`src/rtl/fir_pkg.sv`:
```
// Shared state type, default geometry and counter-width helper for the FIR sequencing controller.
package fir_pkg;

    typedef enum logic [1:0] {
        IDLE  = 2'd0,
        MAC   = 2'd1,
        DRAIN = 2'd2,
        HOLD  = 2'd3
    } fir_state_t;

    localparam int FIR_TAPS_DEF     = 64;
    localparam int FIR_ADDR_W_DEF   = 6;
    localparam int FIR_PIPE_LAT_DEF = 2;
    localparam int SAMPLE_CNT_W     = 16;

    // Bits needed to hold 0..n-1, never less than one.
    function automatic int cnt_width(input int n);
        return (n > 1) ? $clog2(n) : 1;
    endfunction

endpackage

```
`src/rtl/tap_counter.sv`:
```
// Up-counter from 0 to MAX-1 that parks at its terminal value until cleared.
module tap_counter #(
    parameter int MAX = 4,
    parameter int W   = 2
) (
    input  logic         clk,
    input  logic         rst,
    input  logic         i_clear,
    input  logic         i_enable,
    output logic [W-1:0] o_count,
    output logic         o_terminal
);

    localparam logic [W-1:0] LAST = W'(MAX - 1);

    logic [W-1:0] r_count;

    // Parking at LAST is what keeps the tap address from ever wrapping.
    always_ff @(posedge clk or posedge rst) begin
        if (rst) begin
            r_count <= '0;
        end else if (i_clear) begin
            r_count <= '0;
        end else if (i_enable && !o_terminal) begin
            r_count <= r_count + 1'b1;
        end
    end

    assign o_terminal = (r_count == LAST);
    assign o_count    = r_count;

endmodule

```
`src/rtl/fir_controller.sv`:
```
// Sequencer for a multi-cycle FIR datapath: accepts one sample, walks TAPS addresses, drains, holds the result.
// Optional macro FIR_CTRL_PERF_EN adds a saturating sample_count of completed output handshakes.
module fir_controller
    import fir_pkg::*;
#(
    parameter int TAPS     = FIR_TAPS_DEF,
    parameter int ADDR_W   = FIR_ADDR_W_DEF,
    parameter int PIPE_LAT = FIR_PIPE_LAT_DEF
) (
    input  logic              clk,
    input  logic              rst,
    input  logic              in_valid,
    output logic              in_ready,
    input  logic              out_ready,
    output logic              out_valid,
    output logic              shift,
    output logic              flush,
    output logic [ADDR_W-1:0] address
`ifdef FIR_CTRL_PERF_EN
    ,
    output logic [SAMPLE_CNT_W-1:0] sample_count
`endif
);

    localparam int DRAIN_W = cnt_width(PIPE_LAT);

    fir_state_t         r_state;
    logic               r_out_valid;

    logic               w_accept;
    logic               w_out_hs;
    logic               w_in_mac;
    logic               w_in_drain;
    logic               w_mac_last;
    logic               w_drain_last;
    logic               w_mac_clear;
    logic               w_drain_clear;
    logic [ADDR_W-1:0]  w_mac_count;
    logic [DRAIN_W-1:0] w_drain_count_unused;

    // rst gates in_ready so nothing is accepted while reset is held.
    assign in_ready   = (r_state == IDLE) && !rst;
    assign w_accept   = in_ready && in_valid;
    assign shift      = w_accept;
    assign flush      = w_accept;
    assign out_valid  = r_out_valid;
    assign w_out_hs   = r_out_valid && out_ready;
    assign w_in_mac   = (r_state == MAC);
    assign w_in_drain = (r_state == DRAIN);

    assign w_mac_clear   = w_accept || w_out_hs;
    assign w_drain_clear = w_in_mac && w_mac_last;

    tap_counter #(
        .MAX (TAPS),
        .W   (ADDR_W)
    ) u_mac_count (
        .clk        (clk),
        .rst        (rst),
        .i_clear    (w_mac_clear),
        .i_enable   (w_in_mac),
        .o_count    (w_mac_count),
        .o_terminal (w_mac_last)
    );

    tap_counter #(
        .MAX (PIPE_LAT),
        .W   (DRAIN_W)
    ) u_drain_count (
        .clk        (clk),
        .rst        (rst),
        .i_clear    (w_drain_clear),
        .i_enable   (w_in_drain),
        .o_count    (w_drain_count_unused),
        .o_terminal (w_drain_last)
    );

    // The MAC counter parks at TAPS-1 through DRAIN and HOLD, so it doubles as the address.
    assign address = w_mac_count;

    always_ff @(posedge clk or posedge rst) begin
        if (rst) begin
            r_state     <= IDLE;
            r_out_valid <= 1'b0;
        end else begin
            case (r_state)
                IDLE: begin
                    if (w_accept) begin
                        r_state <= MAC;
                    end
                end
                MAC: begin
                    if (w_mac_last) begin
                        r_state <= DRAIN;
                    end
                end
                DRAIN: begin
                    if (w_drain_last) begin
                        r_state     <= HOLD;
                        r_out_valid <= 1'b1;
                    end
                end
                HOLD: begin
                    if (out_ready) begin
                        r_state     <= IDLE;
                        r_out_valid <= 1'b0;
                    end
                end
            endcase
        end
    end

`ifdef FIR_CTRL_PERF_EN
    logic [SAMPLE_CNT_W-1:0] r_sample_count;

    always_ff @(posedge clk or posedge rst) begin
        if (rst) begin
            r_sample_count <= '0;
        end else if (w_out_hs && (r_sample_count != '1)) begin
            r_sample_count <= r_sample_count + 1'b1;
        end
    end

    assign sample_count = r_sample_count;
`endif

endmodule

```
`config.mk`:
```
export PLATFORM = sky130hd
export DESIGN_NAME = fir_controller
export DESIGN_NICKNAME = d
export VERILOG_FILES = /design/src/rtl/fir_pkg.sv /design/src/rtl/tap_counter.sv /design/src/rtl/fir_controller.sv
export SDC_FILE = /design/constraint.sdc
export NUM_CORES = 1
export LEC_CHECK = 0
export ABC_CLOCK_PERIOD_IN_PS = 2900
export CAP_MARGIN = 40
export CORE_MARGIN = 2
export CORE_UTILIZATION = 35
export DETAILED_ROUTE_END_ITERATION = 8
export MAX_ROUTING_LAYER = met4
export PLACE_DENSITY_LB_ADDON = 0.2
export SETUP_SLACK_MARGIN = 0.1
export SYNTH_ARGS = -nofsm -noshare
export SYNTH_HDL_FRONTEND = slang
export SYNTH_SLANG_ARGS = --single-unit
```
`constraint.sdc`:
```
create_clock -name clk -period 2.9 [get_ports clk]
set_input_delay 0.29 -clock clk [delete_from_list [all_inputs] [get_ports clk]]
set_output_delay 0.29 -clock clk [all_outputs]
set_load 0.005 [all_outputs]
```
# Word-level counts from Yosys, hierarchy flattened
# Cells that the tools add are included.
# Widths: inputs -> output; s select.
totals:
  regBits: 10
  input_bits: 4
op_classes:
  add_sub_neg: 2
  n_eq_ne: 8
  mux: 12
  n_reduce_logical: 16
op_table:
  columns: ["cell", "n"]
  rows:
  - ["$mux 6", 2]
  - ["$mux 2", 4]
  - ["$ne 2x2->1 const B", 4]
  - ["$pmux 2 s4", 1]
  - ["$add 6x1->6 const B", 1]
  - ["$eq 6x6->1 const B", 1]
  - ["$logic_and 1x1->1", 6]
  - ["$reduce_bool 2->1", 3]
  - ["$eq 2x2->1 const B", 2]
  - ["$mux 1", 4]
  - ["$reduce_and 4->1", 1]
  - ["$logic_not 1->1", 3]
  - ["$reduce_and 3->1", 1]
  - ["$eq 2x1->1 const B", 1]
  - ["$logic_not 2->1", 1]
  - ["$pmux 1 s2", 1]
  - ["$add 1x1->1 const B", 1]
  - ["$logic_or 1x1->1", 1]

# Depth between registers and ports, before layout
# Gate-level depths: netlist of the first run.
depth:
  ltp_word: 5
  mapped_depth: 6
  depth_no_buf: 6

# Cells and area by module
# A second synthesis of the first run with hierarchy kept.
unflattened:
  cells_unflattened: 70
  area_unflattened_um2: 704.4
modules_own_cells:
  columns: ["mod", "instances", "cells_per_inst", "area_per_inst_um2", "seq_area_each_um2"]
  rows:
  - ["tap_counter (u_mac_count)", 1, 37, 369.1, 150.1]
  - ["fir_controller", 1, 29, 289.0, 75.1]
  - ["tap_counter (u_drain_count)", 1, 4, 46.3, 25.0]

# Worst setup path after synthesis of the first run
# Ideal clock, no wire load.
synth_timing:
  kind: "register to register"
  startpoint: "reg u_mac_count.r_count[0] (netlist: u_mac_count.o_count[0])"
  endpoint: "reg r_state[1]"
  setup_ns: 0.125
  arrival_time_ns: 1.328
  t_required_ns: 2.775
  slack_ns: 1.447
  stages_incl_launch_ff: 6
  n_path_buf: 0
  period_less_slack_ns: 1.453
  cell_sequence: "dfrtp_1 ha_1 nand3_2 o21ai_4 nand3_2 mux2_4"
synth_via:
  elab_chain_cells: 3
synth_rtl:
  columns: ["item", "line_no", "text"]
  rows:
  - ["start, declared", "tap_counter.sv:16", "logic [W-1:0] r_count;"]
  - ["start signal, assigned", "tap_counter.sv:25", "r_count <= r_count + 1'b1;"]
  - ["$eq 6x6->1", "tap_counter.sv:29", "assign o_terminal = (r_count == LAST);"]
  - ["$ne 2x2->1 (no line)", null, null]
  - ["$reduce_and 4->1 (no line)", null, null]
  - ["end signal, assigned", "fir_controller.sv:83", "r_state <= IDLE;"]
  - ["end signal, assigned", "fir_controller.sv:89", "r_state <= MAC;"]
  - ["end signal, assigned", "fir_controller.sv:94", "r_state <= DRAIN;"]
  - ["end, declared", "fir_controller.sv:27", "fir_state_t r_state;"]
# Every way passes these cells.
# A chain may end at the register's enable or synchronous reset.

# Worst setup path in the final report of the first run
layout_timing:
  startpoint: "reg r_state[0]"
  endpoint: "out flush"
layout_via:
  elab_chain_cells: 3
layout_rtl:
  columns: ["item", "line_no", "text"]
  rows:
  - ["$logic_not 2->1", "fir_controller.sv:42", "assign in_ready = (r_state == IDLE) && !rst;"]
  - ["$logic_and 1x1->1", "fir_controller.sv:42", null]
  - ["$logic_and 1x1->1", "fir_controller.sv:43", "assign w_accept = in_ready && in_valid;"]
  - ["end, declared", "fir_controller.sv:17", "output logic flush,"]
# Every way passes these cells.

==> flow_metrics.env, run 1 <==
export IMPL_maxSlewViolCount=0
export IMPL_initial_utilization_pct=36.1
export IMPL_fin_crit_sh_pct=71.5
export IMPL_setup_viol=0
export IMPL_start_kind="register"
export IMPL_pwr_share_seq_pct=33.7
export IMPL_yosysSeqAreaShare_pct=41.1
export IMPL_holdBufCountCts=0
export IMPL_crit_required_ns=2.61
export IMPL_finalSetupTns_ns=0
export IMPL_port_buffers=13
export IMPL_grt_busiest_layer="met1"
export IMPL_htreeDepth=1
export IMPL_io_pins=14
export IMPL_root_buffer="clkbuf_4"
export IMPL_fp_dieH_um=45.7
export IMPL_cts_setup_buffers=0
export IMPL_synthToLayoutAreaGrowth_pct=29.6
export IMPL_clk_latency_ns=0.26
export IMPL_num_vias=464
export IMPL_switching_share_pct=34.8
export IMPL_cp_arrival_ns=1.78
export IMPL_clockBufferDepth=2
export IMPL_worst_clock_skew_ns=0.00253
export IMPL_core_mm2=0.00169
export IMPL_first_iter_violations=3
export IMPL_cp_end_kind="output pin"
export IMPL_antenna_found_initial=0
export IMPL_synth_area_leaders="dfrtp_1 41%, ha_1 12%, inv_1 4.3%"
export IMPL_hpwl_um=864
export IMPL_multi_input_area_um2=325
export IMPL_finalWeightedCongestion=0.760
export IMPL_row_count=15
export IMPL_power_switching_uw=215
export IMPL_path_clk_slew_ns=0.06
export IMPL_fillers=162
export IMPL_grt_overflow=0
export IMPL_grt_pass1_vias=441
export IMPL_clkPwrFrac_pct=19.7
export IMPL_hold_path_class="input port to asynchronous set/reset pin"
export IMPL_slowest_delay_ns=0.51
export IMPL_yosysTopAreaCell="dfrtp_1"
export IMPL_worstSetupStartpoint="r_state[0]"
export IMPL_internal_power_uw=403
export IMPL_worst_pin_slew_ns=0.383
export IMPL_cts_made_buffers=3
export IMPL_ys_warn_count=0
export IMPL_area_sequential_um2=250
export IMPL_layout_nets=87
export IMPL_routedWlPerCell_um=12.3
export IMPL_track_usage_pct=14.0
export IMPL_ys_ff_latch=10
export IMPL_crit_buf_inv=2
export IMPL_crit_chain="inv_1, ha_1, nor2b_1, and2_1, clkdlybuf4s50_1"
export IMPL_crit_fanout=4
export IMPL_synth_area_um2=609
export IMPL_worstReg2RegStart="u_mac_count.o_count[0]"
export IMPL_diodes=0
export IMPL_relSlewSlack_pct=74.4
export IMPL_rsz0062_at_grt="false"
export IMPL_critical_path_top_delay_family="buffers and inverters"
export IMPL_fin_crit_ns=2.07
export IMPL_postCtsResizedCells=0
export IMPL_grtUsageMet1_pct=19.1
export IMPL_worstSetupPathType="register to output pin"
export IMPL_power_frac_comb_pct=46.6
export IMPL_fmax_ghz=0.482
export IMPL_postSynthAreaPerCell_um2=10.2
export IMPL_cts_tree="yes"
export IMPL_global_route_usage_met3_pct=7.14
export IMPL_grt_pass1_wl_mm=1.97
export IMPL_use_met2_pct=18.3
export IMPL_ir_drop_uv=440
export IMPL_hold_violations=0
export IMPL_drc=0
export IMPL_yosysUniqueCellTypes=26
export IMPL_p_per_area_mw_per_mm2=783
export IMPL_slowest_stage="clkdlybuf4s50_1"
export IMPL_die_w_um=45.7
export IMPL_syn_nets=70
export IMPL_maxCapViolCount=0
export IMPL_fin_hold_ws_ns=0.357
export IMPL_die_area_mm2=0.00209
export IMPL_synth_cells=60
export IMPL_p_leak_uw=0.000372
export IMPL_cts_sinks=10
export IMPL_ant_nets=0
export IMPL_status="finished, final reports clean"
export IMPL_dr_pass1_iters=2
export IMPL_grt_max_degree=11
export IMPL_drt_wl_total_mm=1.15
export IMPL_drt_vias_per_instance=4.99
export IMPL_synth_top_area_share_pct=41.1
export IMPL_drive_above_1_share_pct=11.8
## state kept, by name, indices dropped and copies added, names as in the netlist
register and cells:
out_valid 1, r_state 2, u_drain_count.o_count 1, u_mac_count.o_count 6
## power by group through the flow
stage	sequential (uW)	clock, uW	combinational, uW
2_1_floorplan	207	0	199
3_3_place_gp	211	0	285
3_5_place_dp	211	0	292
4_1_cts	210	128	295
5_1_grt	215	138	326
6_report	209	122	288
## through the flow
stage          setup slack, ns  utilization [%]  cells  cell area, um^2  total power, uW
6_report                 0.825             46.7     93              790              618
5_1_grt                  0.679             46.7     93              790              680
4_1_cts                  0.804             46.7     93              790              633
3_5_place_dp              1.06             44.6     89              753              503
3_3_place_gp              1.08             44.6     89              753              495
2_1_floorplan             1.45                -     60              609              406
## Yosys cell counts
cell type,n
a211oi_1,1
a21o_1,1
a21oi_1,4
a22oi_2,1
a311oi_1,1
a31oi_1,1
and2_1,1
and3_1,2
and4_1,1
buf_4,1
dfrtp_1,10
ha_1,6
inv_1,7
mux2_4,1
mux2i_1,2
nand2_1,2
nand3_1,2
nand3_2,2
nand4_1,1
nor2_1,4
nor2b_1,2
nor3_1,2
o21ai_0,2
o21ai_4,1
o22a_1,1
xor2_1,1
## layout make-up
class | instances | area share (%)
multi-input cells | 42 | 41.2
well taps | 17 | 2.69
inverters | 7 | 3.33
clock buffers | 4 | 4.60
flip-flops and latches | 10 | 31.7
repair buffers | 13 | 16.5
## placed cells by master, fill, tap and decap left out, types with 2 or more instances in the layout
master / netlist / layout
nand3_2: 2 / 2
nor3_1: 2 / 2
inv_1: 7 / 7
nand3_1: 2 / 2
nor2_1: 4 / 4
o21ai_0: 2 / 2
nand2_1: 2 / 2
a21oi_1: 4 / 4
nor2b_1: 2 / 2
ha_1: 6 / 6
and3_1: 2 / 2
dfrtp_1: 10 / 10
clkbuf_4: 0 / 3
mux2i_1: 2 / 2
clkdlybuf4s50_1: 0 / 13
## routing by layer
layer | up-vias | routed length, um
li1 | 243 | -
met1 | 210 | 584
met2 | 11 | 498
met3 | 0 | 64
met4 | 0 | 0
met5 | - | 0
## worst reg2reg max path, stage by stage (launching register included)
cell,delay [ns]
dfrtp_1,0.41
ha_1,0.28
nand3_2,0.13
o21ai_4,0.21
nand3_2,0.13
mux2_4,0.31
## worst paths after layout
path                                           to  slack (ns)  cells after the start
setup / recovery                            flush        0.83                      5
hold / removal                         r_state[1]        0.36                      2
setup reg to reg                       r_state[1]        1.32                      5
hold reg to reg             u_drain_count.o_count        0.51                      1
max in group asynchronous  u_mac_count.o_count[1]        2.27                      2
min in group clk            u_drain_count.o_count        0.51                      1
## logic make-up after synthesis
logic type,synth area share [%]
compound gates,16.0
xor+xnor,1.44
simple gates,17.9
fa+ha+maj,12.3
buf+inv,5.55
mux,5.75
flops,41.1
(Power assumes the default switching activity.)
==> inputs of run 2 (changes only) <==
--- a/config.mk
+++ b/config.mk
@@ -5,7 +5,7 @@
 export SDC_FILE = /design/constraint.sdc
 export NUM_CORES = 1
 export LEC_CHECK = 0
-export ABC_CLOCK_PERIOD_IN_PS = 2900
+export ABC_CLOCK_PERIOD_IN_PS = 1900
 export CAP_MARGIN = 40
 export CORE_MARGIN = 2
 export CORE_UTILIZATION = 35
==> constraint.sdc (replaced) <==
create_clock -name clk -period 1.9 [get_ports clk]
set_input_delay 0.19 -clock clk [delete_from_list [all_inputs] [get_ports clk]]
set_output_delay 0.19 -clock clk [all_outputs]
set_load 0.005 [all_outputs]
==> run 2 against run 1 <==
Critical path depth down 1; combinational power up 86%; via count up 7.5%; non-clock buffer count up 5; final cell count up 4.3%; critical path type unchanged; critical endpoint is now in_ready; sequential cell count unchanged.
==> flow_metrics.env, run 2 (synthesis results as in run 1) <==
export IMPL_setup_viol=0
export IMPL_crit_chain="inv_2, ha_2, nor2b_4, clkdlybuf4s50_1"
export IMPL_drt_wl_total_mm=1.21
export IMPL_crit_required_ns=1.71
export IMPL_hpwl_um=880
export IMPL_slowest_delay_ns=0.50
export IMPL_io_pins=14
export IMPL_fin_crit_ns=1.70
export IMPL_maxCapViolCount=0
export IMPL_slowest_stage="clkdlybuf4s50_1"
export IMPL_reg2reg_setup_slack_ns=0.32
export IMPL_finalWeightedCongestion=0.718
export IMPL_ir_drop_uv=608
export IMPL_antenna_found_initial=0
export IMPL_fmax_ghz=0.589
export IMPL_r2r_end="r_state[1]"
export IMPL_htreeDepth=1
export IMPL_worst_clock_skew_ns=0.00886
export IMPL_layout_nets=92
export IMPL_cp_end_kind="output pin"
export IMPL_clockBufferDepth=2
export IMPL_cts_sinks=10
export IMPL_rr_worst_depth=5
export IMPL_fp_dieH_um=45.7
export IMPL_ant_nets=0
export IMPL_root_buffer="clkbuf_4"
export IMPL_port_buffers=13
export IMPL_rsz0062_at_grt="false"
export IMPL_p_per_area_mw_per_mm2=1200
export IMPL_total_power_uw=990
export IMPL_status="finished, final reports clean"
export IMPL_worstReg2RegStart="u_mac_count.o_count[0]"
export IMPL_cts_made_buffers=3
export IMPL_relSlewSlack_pct=73.2
export IMPL_largest_reg_flops=6
export IMPL_track_usage_pct=14.3
export IMPL_core_mm2=0.00169
export IMPL_initial_utilization_pct=36.1
export IMPL_drt_vias_per_instance=5.14
export IMPL_die_w_um=45.7
export IMPL_worstSetupPathDepth=4
export IMPL_routedWlPerCell_um=12.4
export IMPL_diodes=0
export IMPL_grt_pass1_wl_mm=2.02
export IMPL_hold_violations=0
export IMPL_drive_above_1_share_pct=22.5
export IMPL_num_vias=499
export IMPL_final_common_cell="clkdlybuf4s50_1"
export IMPL_synthToLayoutAreaGrowth_pct=35.1
export IMPL_p_leak_uw=0.000399
export IMPL_grt_overflow=0
export IMPL_final_cell_mix="11 x clkdlybuf4s50_1, 10 x dfrtp_1, 5 x inv_1, 5 x ha_1, 5 x buf_4"
export IMPL_crit_buf_inv=2
export IMPL_fin_crit_sh_pct=89.4
export IMPL_worstSetupStartpoint="r_state[1]"
export IMPL_critical_path_endpoint="in_ready"
export IMPL_cts_tree="yes"
export IMPL_die_area_mm2=0.00209
export IMPL_hold_path_class="input port to asynchronous set/reset pin"
export IMPL_finalSetupTns_ns=0
export IMPL_first_iter_violations=8
export IMPL_dr_pass1_iters=4
export IMPL_start_kind="register"
export IMPL_worst_pin_slew_ns=0.401
export IMPL_clk_latency_ns=0.26
export IMPL_worstSetupPathType="register to output pin"
export IMPL_maxSlewViolCount=0
export IMPL_row_count=15
export IMPL_drc=0
export IMPL_cp_arrival_ns=1.51
export IMPL_grt_max_degree=11
export IMPL_grt_pass1_vias=472
export IMPL_crit_fanout=2
export IMPL_path_clk_slew_ns=0.07
export IMPL_critical_path_top_delay_family="buffers and inverters"
-- run 2: cell type report --
type,instances,area (um^2)
clock buffers,3,22.5
multi-input cells,42,338
well taps,17,21.3
fillers,161,866
flip-flops and latches,10,250
inverters,7,26.3
repair buffers,18,165
-- run 2: through the flow --
| step | cell area, um^2 | cells | util [%] | hold WS (ns) | setup WS [ns] |
|---|---|---|---|---|---|
| 2_1_floorplan | 609 | 60 | - | 0.0302 | 0.447 |
| 3_3_place_gp | 753 | 89 | 44.6 | 0.483 | 0.240 |
| 3_5_place_dp | 753 | 89 | 44.6 | 0.489 | 0.204 |
| 4_1_cts | 823 | 97 | 48.7 | 0.337 | 0.205 |
| 5_1_grt | 823 | 97 | 48.7 | 0.370 | 0.117 |
| 6_report | 823 | 97 | 48.7 | 0.319 | 0.202 |
-- run 2: worst min path at each step --
stage / startpoint / end / slack [ns] / cells past startpoint
floorplan: rst / out_valid / 0.03 / 1
global placement: u_drain_count.o_count / u_drain_count.o_count / 0.48 / 1
detailed placement: u_drain_count.o_count / u_drain_count.o_count / 0.49 / 1
CTS: rst / u_mac_count.o_count[4] / 0.34 / 2
global route: rst / u_mac_count.o_count[4] / 0.37 / 2
finish: rst / u_drain_count.o_count / 0.32 / 2
-- run 2: worst reg2reg max path, cell delays in order (launching register included) --
cell and delay (ns):
dfrtp_1 0.41, ha_1 0.27, nand3_2 0.13, o21ai_4 0.21
nand3_2 0.12, mux2_4 0.31
-- run 2: where the power goes --
group	total, uW	internal, uW	switching [uW]	leakage [uW]
Clock	142	72.9	68.6	0.0000138
Sequential	312	267	44.7	0.000126
Combinational	537	298	239	0.000259
Total	990	638	352	0.000399
-- run 2: routing by layer --
| metal | wire length [um] | global-route usage [%] | up-vias |
|---|---|---|---|
| li1 | - | - | 253 |
| met1 | 554 | 18.1 | 235 |
| met2 | 588 | 21.4 | 9 |
| met3 | 49 | 2.38 | 2 |
| met4 | 13 | 8.57 | 0 |
| met5 | 0 | - | - |
-- run 2: what timing repair did --
item,4_1_cts,5_1_grt
hold buffers,0,0
resized for setup,8,0
endpoints found under the setup margin,3,0
setup buffers,5,0
